$ cat src/rtl/alu_pkg.sv
`default_nettype none
// ============================================================================
// Module   : alu_pkg
// Brief    : Opcode, flag types and constants shared by the pipelined ALU.
// Revision : 1.0 - initial release
// ============================================================================
package alu_pkg;

    typedef enum logic [3:0] {
        OP_ADD = 4'd0,
        OP_SUB = 4'd1,
        OP_AND = 4'd2,
        OP_OR  = 4'd3,
        OP_XOR = 4'd4,
        OP_SLL = 4'd5,
        OP_SRL = 4'd6,
        OP_SRA = 4'd7,
        OP_MUL = 4'd8,
        OP_SLT = 4'd9,
        OP_MIN = 4'd10,
        OP_MAX = 4'd11
    } op_e;

    typedef struct packed {
        logic exception;
        logic overflow;
        logic underflow;
    } alu_flags_t;

    localparam logic [3:0] OP_LAST_LEGAL = 4'd11;

endpackage
`default_nettype wire

$ cat src/rtl/alu_pipe_core_if.sv
`default_nettype none
// ============================================================================
// Module   : alu_pipe_core_if
// Brief    : Operand-issue / result-writeback bundle for the pipelined ALU.
// Revision : 1.0 - initial release
// ============================================================================
interface alu_pipe_core_if #(
    parameter int WIDTH = 32
);
    logic             in_valid;
    logic             in_ready;
    logic [WIDTH-1:0] a_operand;
    logic [WIDTH-1:0] b_operand;
    logic [3:0]       Operation;
    logic             sat_en;
    logic             out_valid;
    logic             out_ready;
    logic [WIDTH-1:0] ALU_Output;
    logic             Exception;
    logic             Overflow;
    logic             Underflow;
    logic [2:0]       sticky_flags;
    logic             sticky_clr;

    modport master (
        output in_valid, a_operand, b_operand, Operation, sat_en, out_ready, sticky_clr,
        input  in_ready, out_valid, ALU_Output, Exception, Overflow, Underflow, sticky_flags
    );

    modport slave (
        input  in_valid, a_operand, b_operand, Operation, sat_en, out_ready, sticky_clr,
        output in_ready, out_valid, ALU_Output, Exception, Overflow, Underflow, sticky_flags
    );
endinterface
`default_nettype wire

$ cat src/rtl/alu_comb_unit.sv
`default_nettype none
// ============================================================================
// Module   : alu_comb_unit
// Brief    : Combinational signed ALU with range flags and optional saturation.
// Revision : 1.0 - initial release
// ============================================================================
module alu_comb_unit
    import alu_pkg::*;
#(
    parameter int WIDTH = 32
) (
    input  wire logic [3:0]       i_op,
    input  wire logic [WIDTH-1:0] i_a,
    input  wire logic [WIDTH-1:0] i_b,
    input  wire logic             i_sat,
    output logic      [WIDTH-1:0] o_result,
    output alu_flags_t            o_flags
);
    localparam int SHW = $clog2(WIDTH);
    localparam logic [WIDTH-1:0] MAX_VAL = {1'b0, {(WIDTH-1){1'b1}}};
    localparam logic [WIDTH-1:0] MIN_VAL = {1'b1, {(WIDTH-1){1'b0}}};

    logic [WIDTH:0]       w_add;
    logic [WIDTH:0]       w_sub;
    logic [2*WIDTH-1:0]   w_a_ext;
    logic [2*WIDTH-1:0]   w_b_ext;
    logic [2*WIDTH-1:0]   w_mul;
    logic [SHW-1:0]       w_shamt;
    logic                 w_lt;
    logic [WIDTH-1:0]     w_raw;
    logic                 w_ovf;
    logic                 w_unf;
    logic                 w_exc;

    // One extra bit is enough to hold the exact sum/difference; the top two bits expose range.
    assign w_add   = {i_a[WIDTH-1], i_a} + {i_b[WIDTH-1], i_b};
    assign w_sub   = {i_a[WIDTH-1], i_a} - {i_b[WIDTH-1], i_b};
    assign w_a_ext = {{WIDTH{i_a[WIDTH-1]}}, i_a};
    assign w_b_ext = {{WIDTH{i_b[WIDTH-1]}}, i_b};
    assign w_mul   = w_a_ext * w_b_ext;
    assign w_shamt = i_b[SHW-1:0];
    assign w_lt    = $signed(i_a) < $signed(i_b);

    always_comb begin
        w_raw = '0;
        w_ovf = 1'b0;
        w_unf = 1'b0;
        w_exc = 1'b0;
        if (i_op > OP_LAST_LEGAL) begin
            w_exc = 1'b1;
        end else begin
            case (op_e'(i_op))
                OP_ADD: begin
                    w_raw = w_add[WIDTH-1:0];
                    w_ovf = (w_add[WIDTH:WIDTH-1] == 2'b01);
                    w_unf = (w_add[WIDTH:WIDTH-1] == 2'b10);
                end
                OP_SUB: begin
                    w_raw = w_sub[WIDTH-1:0];
                    w_ovf = (w_sub[WIDTH:WIDTH-1] == 2'b01);
                    w_unf = (w_sub[WIDTH:WIDTH-1] == 2'b10);
                end
                OP_AND: w_raw = i_a & i_b;
                OP_OR:  w_raw = i_a | i_b;
                OP_XOR: w_raw = i_a ^ i_b;
                OP_SLL: w_raw = i_a << w_shamt;
                OP_SRL: w_raw = i_a >> w_shamt;
                OP_SRA: w_raw = $signed(i_a) >>> w_shamt;
                OP_MUL: begin
                    // In range only when the upper half plus the result sign bit are all sign copies.
                    w_raw = w_mul[WIDTH-1:0];
                    w_ovf = !w_mul[2*WIDTH-1] && (w_mul[2*WIDTH-1:WIDTH-1] != '0);
                    w_unf =  w_mul[2*WIDTH-1] && (w_mul[2*WIDTH-1:WIDTH-1] != '1);
                end
                OP_SLT: w_raw = {{(WIDTH-1){1'b0}}, w_lt};
                OP_MIN: w_raw = w_lt ? i_a : i_b;
                OP_MAX: w_raw = w_lt ? i_b : i_a;
                default: w_exc = 1'b1;
            endcase
        end
    end

    always_comb begin
        o_result = w_raw;
        if (i_sat && w_ovf) begin
            o_result = MAX_VAL;
        end else if (i_sat && w_unf) begin
            o_result = MIN_VAL;
        end
        o_flags.exception = w_exc;
        o_flags.overflow  = w_ovf;
        o_flags.underflow = w_unf;
    end

endmodule
`default_nettype wire

$ cat src/rtl/alu_pipe_core.sv
`default_nettype none
// ============================================================================
// Module   : alu_pipe_core
// Brief    : Pipelined signed ALU with valid/ready flow control and sticky flags.
// Revision : 1.0 - initial release
// ============================================================================
module alu_pipe_core
    import alu_pkg::*;
#(
    parameter int WIDTH  = 32,
    parameter int STAGES = 3
) (
    input  wire logic       clk,
    input  wire logic       rst,
    alu_pipe_core_if.slave  bus
);
    localparam int PW = WIDTH + 3;

    logic [WIDTH-1:0] w_result;
    alu_flags_t       w_flags;
    logic             w_en;
    logic             w_xfer_out;
    logic             r_valid [STAGES];
    logic [PW-1:0]    r_pay   [STAGES];
    logic [2:0]       r_sticky;

    alu_comb_unit #(
        .WIDTH (WIDTH)
    ) u_comb (
        .i_op     (bus.Operation),
        .i_a      (bus.a_operand),
        .i_b      (bus.b_operand),
        .i_sat    (bus.sat_en),
        .o_result (w_result),
        .o_flags  (w_flags)
    );

    // Single global enable: the whole pipe either advances or holds as one.
    assign w_en       = !r_valid[STAGES-1] || bus.out_ready;
    assign w_xfer_out = r_valid[STAGES-1] && bus.out_ready;

    generate
        for (genvar s = 0; s < STAGES; s++) begin : g_stage
            if (s == 0) begin : g_first
                always_ff @(posedge clk) begin
                    if (rst) begin
                        r_valid[0] <= 1'b0;
                        r_pay[0]   <= '0;
                    end else if (w_en) begin
                        r_valid[0] <= bus.in_valid;
                        r_pay[0]   <= bus.in_valid ? {w_flags, w_result} : '0;
                    end
                end
            end else begin : g_next
                always_ff @(posedge clk) begin
                    if (rst) begin
                        r_valid[s] <= 1'b0;
                        r_pay[s]   <= '0;
                    end else if (w_en) begin
                        r_valid[s] <= r_valid[s-1];
                        r_pay[s]   <= r_pay[s-1];
                    end
                end
            end
        end
    endgenerate

    // A flagged delivery in the same cycle as a clear still leaves its flags set.
    always_ff @(posedge clk) begin
        if (rst) begin
            r_sticky <= 3'b000;
        end else if (w_xfer_out) begin
            r_sticky <= (bus.sticky_clr ? 3'b000 : r_sticky) | r_pay[STAGES-1][PW-1:WIDTH];
        end else if (bus.sticky_clr) begin
            r_sticky <= 3'b000;
        end
    end

    assign bus.in_ready     = w_en;
    assign bus.out_valid    = r_valid[STAGES-1];
    assign bus.ALU_Output   = r_pay[STAGES-1][WIDTH-1:0];
    assign bus.Exception    = r_pay[STAGES-1][WIDTH+2];
    assign bus.Overflow     = r_pay[STAGES-1][WIDTH+1];
    assign bus.Underflow    = r_pay[STAGES-1][WIDTH];
    assign bus.sticky_flags = r_sticky;

endmodule
`default_nettype wire
$ cat src/flat_wrapper.sv
// flat-port wrapper written by rule: the top's interface ports become plain ports
module alu_pipe_core_flat import alu_pkg::*;
#(
    parameter int WIDTH  = 32,
    parameter int STAGES = 3
)
  (clk, rst, bus_in_valid, bus_a_operand, bus_b_operand, bus_Operation, bus_sat_en, bus_out_ready, bus_sticky_clr, bus_in_ready, bus_out_valid, bus_ALU_Output, bus_Exception, bus_Overflow, bus_Underflow, bus_sticky_flags);
  alu_pipe_core_if #(.WIDTH(WIDTH)) bus_i ();
  input  wire logic clk;
  input  wire logic rst;
  input wire logic [$bits(bus_i.in_valid)-1:0] bus_in_valid;
  input wire logic [$bits(bus_i.a_operand)-1:0] bus_a_operand;
  input wire logic [$bits(bus_i.b_operand)-1:0] bus_b_operand;
  input wire logic [$bits(bus_i.Operation)-1:0] bus_Operation;
  input wire logic [$bits(bus_i.sat_en)-1:0] bus_sat_en;
  input wire logic [$bits(bus_i.out_ready)-1:0] bus_out_ready;
  input wire logic [$bits(bus_i.sticky_clr)-1:0] bus_sticky_clr;
  output wire logic [$bits(bus_i.in_ready)-1:0] bus_in_ready;
  output wire logic [$bits(bus_i.out_valid)-1:0] bus_out_valid;
  output wire logic [$bits(bus_i.ALU_Output)-1:0] bus_ALU_Output;
  output wire logic [$bits(bus_i.Exception)-1:0] bus_Exception;
  output wire logic [$bits(bus_i.Overflow)-1:0] bus_Overflow;
  output wire logic [$bits(bus_i.Underflow)-1:0] bus_Underflow;
  output wire logic [$bits(bus_i.sticky_flags)-1:0] bus_sticky_flags;
  assign bus_i.in_valid = bus_in_valid;
  assign bus_i.a_operand = bus_a_operand;
  assign bus_i.b_operand = bus_b_operand;
  assign bus_i.Operation = bus_Operation;
  assign bus_i.sat_en = bus_sat_en;
  assign bus_i.out_ready = bus_out_ready;
  assign bus_i.sticky_clr = bus_sticky_clr;
  assign bus_in_ready = bus_i.in_ready;
  assign bus_out_valid = bus_i.out_valid;
  assign bus_ALU_Output = bus_i.ALU_Output;
  assign bus_Exception = bus_i.Exception;
  assign bus_Overflow = bus_i.Overflow;
  assign bus_Underflow = bus_i.Underflow;
  assign bus_sticky_flags = bus_i.sticky_flags;
  alu_pipe_core #(.WIDTH(WIDTH), .STAGES(STAGES)) u_core (.clk(clk), .rst(rst), .bus(bus_i));
endmodule
$ cat config.mk
export PLATFORM = sky130hd
export DESIGN_NAME = alu_pipe_core_flat
export DESIGN_NICKNAME = d
export VERILOG_FILES = /design/src/rtl/alu_pkg.sv /design/src/rtl/alu_pipe_core_if.sv /design/src/rtl/alu_comb_unit.sv /design/src/rtl/alu_pipe_core.sv /design/src/flat_wrapper.sv
export SDC_FILE = /design/constraint.sdc
export NUM_CORES = 2
export LEC_CHECK = 0
export ABC_CLOCK_PERIOD_IN_PS = 31300
export CORE_MARGIN = 2
export CORE_UTILIZATION = 60
export CTS_BUF_LIST = sky130_fd_sc_hd__clkbuf_8 sky130_fd_sc_hd__clkbuf_16
export CTS_CLUSTER_DIAMETER = 40
export DETAILED_ROUTE_END_ITERATION = 7
export GPL_TIMING_DRIVEN = 0
export PLACE_DENSITY = 0.77
export SYNTH_ARGS = -nofsm -noshare
export SYNTH_HDL_FRONTEND = slang
export SYNTH_SLANG_ARGS = --single-unit
$ cat constraint.sdc
create_clock -name clk -period 31.3 [get_ports clk]
set_input_delay 6.26 -clock clk [delete_from_list [all_inputs] [get_ports clk]]
set_output_delay 6.26 -clock clk [all_outputs]
set_load 0.05 [all_outputs]
Yosys cells after proc, flatten, opt, wreduce, memory -nomap -nowiden --
Memories as Yosys holds them, arrays and structs flattened. Index checks and enable logic that the tools add are counted.
Storage, ports and cells: ROM bits 0, logic and storage cells 74, memory bits (writable) 108, output and inout port bits 40, input port bits 74, register bits 3, memories 2, bits in latches 0
Memory list:
- u_core.r_pay | words 3, width 35, read ports 3, clocked after memory_dff 0, write ports 3, RTL line alu_pipe_core.sv:24 | logic [PW-1:0] r_pay [STAGES];
- u_core.r_valid | words 3, width 1, read ports 3, clocked after memory_dff 0, write ports 3, RTL line alu_pipe_core.sv:23 | logic r_valid [STAGES];
Cells by class: divide/modulo/power cells 0, $mul 1, $add $sub $neg 2, bitwise logic cells 10, reductions and logical operators 11, multiplexer cells 26, shift operators 3, equality and inequality tests 16, order comparisons 2
Operator list (number):
- $pmux 32 s12 | 1
- $mux 32 | 5
- $mux 35 | 4
- $mul 32x32->64 | 1
- $add 32x32->33 | 1
- $ne 33x33->1 const B | 1
- $reduce_bool 33->1 | 1
- $sub 32x32->33 | 1
- $and 32x32->32 | 1
- $lt 32x32->1 | 1
- $or 32x32->32 | 1
- $shl 32x5->32 | 1
- $shr 32x5->32 | 1
- $sshr 32x5->32 | 1
- $xor 32x32->32 | 1
- $eq 4x3->1 const B | 4
- $eq 4x4->1 const B | 4
- $mux 1 | 12
- $reduce_or 12->1 | 1
- $eq 4x2->1 const B | 2
- $mux 3 | 2
- $or 1x1->1 | 6
- $pmux 1 s3 | 2
- $logic_and 1x1->1 | 5
- other kinds (8) | 11

Logic depth before layout (Yosys ltp) --
depth in word-level cells 10, mapped depth 36, gate-level depth less buffers 29

Hierarchy --
Synthesis repeated with hierarchy kept, for this count alone.
Unflattened totals: cell total of the unflattened synthesis 5660, area, all modules 49307.3 um^2
By module, submodules not included:
- alu_comb_unit | cells an instance 5404, seq. area each 0.0 um^2, instances 1, area each 44415.1 um^2
- alu_pipe_core | cells an instance 256, seq. area each 3303.2 um^2, instances 1, area each 4892.2 um^2

Worst setup path after synthesis --
OpenSTA, ideal clock, no wires.
path kind input to register, from input bus_b_operand[3], to memory u_core.r_pay[0][10] in the netlist's numbering, data pin, arrival time 15.406 ns, buffers on the path 8, path slack 15.640 ns, cell stages on the path 35, setup time 0.254 ns, data required time 31.046 ns, cells stage by stage clkbuf_1 > clkbuf_1 > buf_1 > clkbuf_1 > clkbuf_1 > clkbuf_1 > nand2_1 > fa_1 > fa_1 > inv_1 > fa_1 > inv_1 > fa_1 > inv_1 > fa_1 > fa_1 > fa_1 > inv_1 > fa_1 > inv_1 > ha_1 > buf_6 > and2_4 > a221oi_4 > o21ai_2 > or3_1 > o21ai_0 > mux2i_1 > o2111ai_1 > nor4b_1 > nand4_1 > o41ai_2 > a211oi_1 > buf_2 > a21o_1
RTL lines:
- start: declaration | RTL line flat_wrapper.sv:13 | input wire logic [$bits(bus_i.b_operand)-1:0] bus_b_operand;
- end: declaration | RTL line alu_pipe_core.sv:24

==> impl_table.tex <==
\begin{tabular}{lr}
\hline
Metric & Value \\
\hline
\multicolumn{2}{l}{\textbf{Synth}} \\
Register bit total from synthesis & roughly 110 \\
Distinct cell type count after synthesis & 100 \\
Average cell area after synthesis & 8.57 um2 \\
Synthesis warning total & 0 \\
Area of the mapped netlist & about 49,000 um2 \\
Synthesized Nets & between 7,000 and 8,000 \\
Number of flops mapped to enable cells by yosys & between 100 and 150 \\
Share of synthesized area occupied by flip-flops and latches & 6.73\% \\
Share of synthesized flip-flops with an asynchronous set or reset & 0\% \\
Most used flip-flop cell after synthesis & edfxtp\_1 \\
Synth Instances & $\sim$5,700 \\
\multicolumn{2}{l}{\textbf{STA}} \\
Setup repair after global routing missed its margin & no \\
Final Max Slew Viols & between 300 and 400 \\
Least-Margin Pin Slew & approximately 1.7 ns \\
Clock skew after layout & roughly 0.0067 ns \\
Endpoints failing setup & 0 \\
Headroom to the max-slew limit & -14.9\% \\
Setup Total Neg Slack & 0 ns \\
Max frequency & just under 0.05 GHz \\
Number of hold violations in the final report & 0 \\
Period minus WS final & approximately 20 ns \\
Fin crit share & between 60\% and 70\% \\
\multicolumn{2}{l}{\textbf{Finish}} \\
Share of post-route cells with drive strength above 1 & 2.27\% \\
Synth-to-Final Area Change & 5.95\% \\
Filler cells & 6,771 \\
Highest-count cells in the layout ignoring fill and taps & 1,084 x fa\_1, 1,052 x inv\_1, 718 x nor2\_1 \\
Most frequent standard cell in the layout excluding fill and tap cells & fa\_1 \\
Post-route design area & approximately 52,000 um2 \\
Non-filler instance count after layout & 6,948 \\
Total number of nets in the final design & 7,296 \\
Final core utilization & between 60 and 70\% \\
\multicolumn{2}{l}{\textbf{Setup path}} \\
Most numerous cell on the critical path & fa\_1 \\
Highest-delay cell along the critical path & buf\_1 \\
Start-to-end type of the worst setup path & primary input to flop \\
Max incr delay on CP & about 0.90 ns \\
Crit path arrival time & roughly 20 ns \\
Startpoint types & primary input \\
Critical register-to-register path endpoint & u\_core.r\_pay[0][4] \\
CP Max Fanout & 11 \\
Critical R2R Launch & u\_core.r\_valid[2] \\
FF-to-FF setup slack & $\sim$29 ns \\
Crit path capture type & flop \\
Reg2Reg Depth & 7 \\
Data required time of the worst path & around 31 ns \\
\multicolumn{2}{l}{\textbf{Clocking}} \\
Count of cells resized by post-cts repair & 0 \\
Clock Sinks & $\sim$110 \\
Clock Pin Slew Worst Setup and Hold Paths & 0.07 ns \\
Maximum buffer depth of the clock tree & 2 \\
Setup Fix Bufs, Post-CTS & 0 \\
Buffer cell driving the clock tree root & clkbuf\_16 \\
Total CTS buffers & 9 \\
CTS H-tree lvls & 3 \\
Hold-fix buffers, CTS & 0 \\
Worst-Skew Late Latency & roughly 0.36 ns \\
Clock tree from TritonCTS & done \\
\multicolumn{2}{l}{\textbf{Min path}} \\
Hold Startpoint & u\_core.bus.sticky\_flags[0] \\
Class of the most critical hold timing path & flop to flop \\
Hold endpoint & u\_core.bus.sticky\_flags[0] \\
Hold depth & 2 \\
\multicolumn{2}{l}{\textbf{Floorplan}} \\
Initial core utilization & $\sim$61\% \\
Y dimension of the die & between 200 and 300 um \\
Total I/O pin count & 114 \\
\# rows & between 100 and 150 \\
Core Box Area & roughly 81,000 um2 \\
Chip Width & 290 um \\
Area of the die & 84,100 um2 \\
\multicolumn{2}{l}{\textbf{Global route}} \\
Final global-route overflow total & 0 \\
Total global-route track usage & 59.1\% \\
Wire length of the first global-routing pass & 348 mm \\
Initial antenna violation count & 35 \\
Number of global-route vias before repair & slightly below 50,000 \\
Pin count of the biggest net entering global routing & 76 \\
\multicolumn{2}{l}{\textbf{Routing}} \\
Vias per std cell & between 6 and 7 \\
Count of routing violations after the opening detailed-route iteration & about 7,400 \\
Final Routed Wirelength & roughly 250 mm \\
Post-DR wirelength/cell & $\sim$35 um \\
Overall via count from detail\_route & a little under 50,000 \\
Post-detailed-route count of antenna-violating nets & 0 \\
DRC violation count after routing & 9 \\
Number of iterations in the first detailed-routing pass & 8 \\
\multicolumn{2}{l}{\textbf{Job}} \\
Number of maximum-capacitance constraint violations & 31 \\
\multicolumn{2}{l}{\textbf{Status}} \\
Outcome & complete, but fails checks \\
Failing checks & DRC, capacitance limit, slew limit \\
\multicolumn{2}{l}{\textbf{Placement}} \\
Placed Instance Area & between 50,000 and 60,000 um2 \\
Total half-perimeter wirelength after legalization and detailed placement & just under 200 mm \\
Gp weighted congestion & $\sim$1.2 \\
Number of port buffers & around 110 \\
Number of placed cells counting well taps & between 6,000 and 7,000 \\
\hline
\end{tabular}
per-layer routing:
layer,GRT usage [%],routed length [um],part of all wire (%)
met3,32.2,43400,18
met1,66.1,76200,31
met5,0,301,0.12
met2,79.2,94300,38
met4,56.2,31700,13
flip-flops by register name (all words and copies together) (netlist names):
name	flops
u_core.r_pay	105
u_core.r_valid	3
u_core.bus.sticky_flags	3
area by class of cell:
type                       count  area, um2  area share (%)
antenna                       28       70.1           0.135
clock buffer                   9        225           0.433
sequential                   111       3300            6.35
tap                         1060       1330            2.55
buffer                       354       1440            2.77
timing repair buffer         117       1200            2.32
inverter                    1081       4060            7.80
multi-input combinational   4181      40300            77.5
clock inverter                 7       58.8           0.113
worst max-delay path: cells and delay by family:
| family | cells | cell delay (ns) |
|---|---|---|
| adder cells (fa/ha/maj) | 9 | 4.34 |
| AND/OR/NAND/NOR | 3 | 0.70 |
| buffers and inverters | 10 | 4.80 |
| AO/OA/AOI/OAI | 9 | 3.86 |
| multiplexers | 1 | 0.30 |
Yosys cell counts, drive strengths merged, types with 7 or more instances:
| library cell | count | share of area (%) |
|---|---|---|
| or3 | 21 | 0.27 |
| xor2 | 19 | 0.34 |
| o22ai | 18 | 0.23 |
| a31oi | 24 | 0.34 |
| mux2 | 10 | 0.23 |
| clkinv | 28 | 0.21 |
| inv | 1053 | 8.1 |
| o31ai | 17 | 0.26 |
| nand3 | 47 | 0.48 |
| a21oi | 224 | 2.3 |
| clkbuf | 247 | 1.9 |
| o21ai | 198 | 2.0 |
| a21o | 71 | 1.1 |
| buf | 107 | 0.97 |
| edfxtp | 108 | 6.6 |
| nor4 | 25 | 0.34 |
| nor2 | 718 | 5.5 |
| o211ai | 45 | 0.71 |
| or4 | 8 | 0.13 |
| xnor2 | 40 | 0.73 |
| fa | 1084 | 44 |
| a211oi | 57 | 0.88 |
| mux2i | 92 | 1.9 |
| nand2b | 24 | 0.31 |
| o221ai | 29 | 0.52 |
| nand4 | 32 | 0.42 |
| o21a | 20 | 0.31 |
| a22oi | 20 | 0.31 |
| nor2b | 13 | 0.17 |
| nand2 | 680 | 5.2 |
| a221oi | 27 | 0.54 |
| o2111ai | 18 | 0.33 |
| ha | 283 | 7.2 |
| or2 | 11 | 0.14 |
| a221o | 18 | 0.37 |
| nor3 | 51 | 0.54 |
| a311oi | 7 | 0.12 |
| and2 | 92 | 1.2 |
| and3 | 12 | 0.15 |
| o21bai | 22 | 0.34 |
logic make-up after synthesis:
| group | after synthesis | synth area share, % |
|---|---|---|
| buf+inv | 1435 | 11.1 |
| flops | 111 | 6.73 |
| fa+ha+maj | 1367 | 51.4 |
| compound gates | 893 | 12.2 |
| xor+xnor | 59 | 1.07 |
| simple gates | 1757 | 15.2 |
| mux | 105 | 2.27 |
how the worst max path moves through the flow:
| stage | start | endpoint | slack [ns] | cells past startpoint |
|---|---|---|---|---|
| floorplan | bus_b_operand[3] | u_core.r_pay[0][10] | 15.64 | 35 |
| global route | bus_b_operand[3] | u_core.r_pay[0][23] | 11.25 | 31 |
| global placement | bus_b_operand[0] | u_core.r_pay[0][2] | 11.72 | 32 |
| detailed placement | bus_b_operand[0] | u_core.r_pay[0][3] | 11.77 | 32 |
| finish | bus_b_operand[0] | u_core.r_pay[0][4] | 11.12 | 32 |
| CTS | bus_b_operand[0] | u_core.r_pay[0][4] | 12.10 | 32 |
stage by stage:
stage / worst slack (ns) / hold WS [ns]
3_3_place_gp: 11.72 / 0.463
2_1_floorplan: 15.64 / 0.497
6_report: 11.12 / 0.495
5_1_grt: 11.25 / 0.533
3_5_place_dp: 11.77 / 0.491
4_1_cts: 12.10 / 0.507
Power is left out: the tool's default activity adds up to more than one toggle a clock period on the data nets, which glitch-free logic cannot reach.
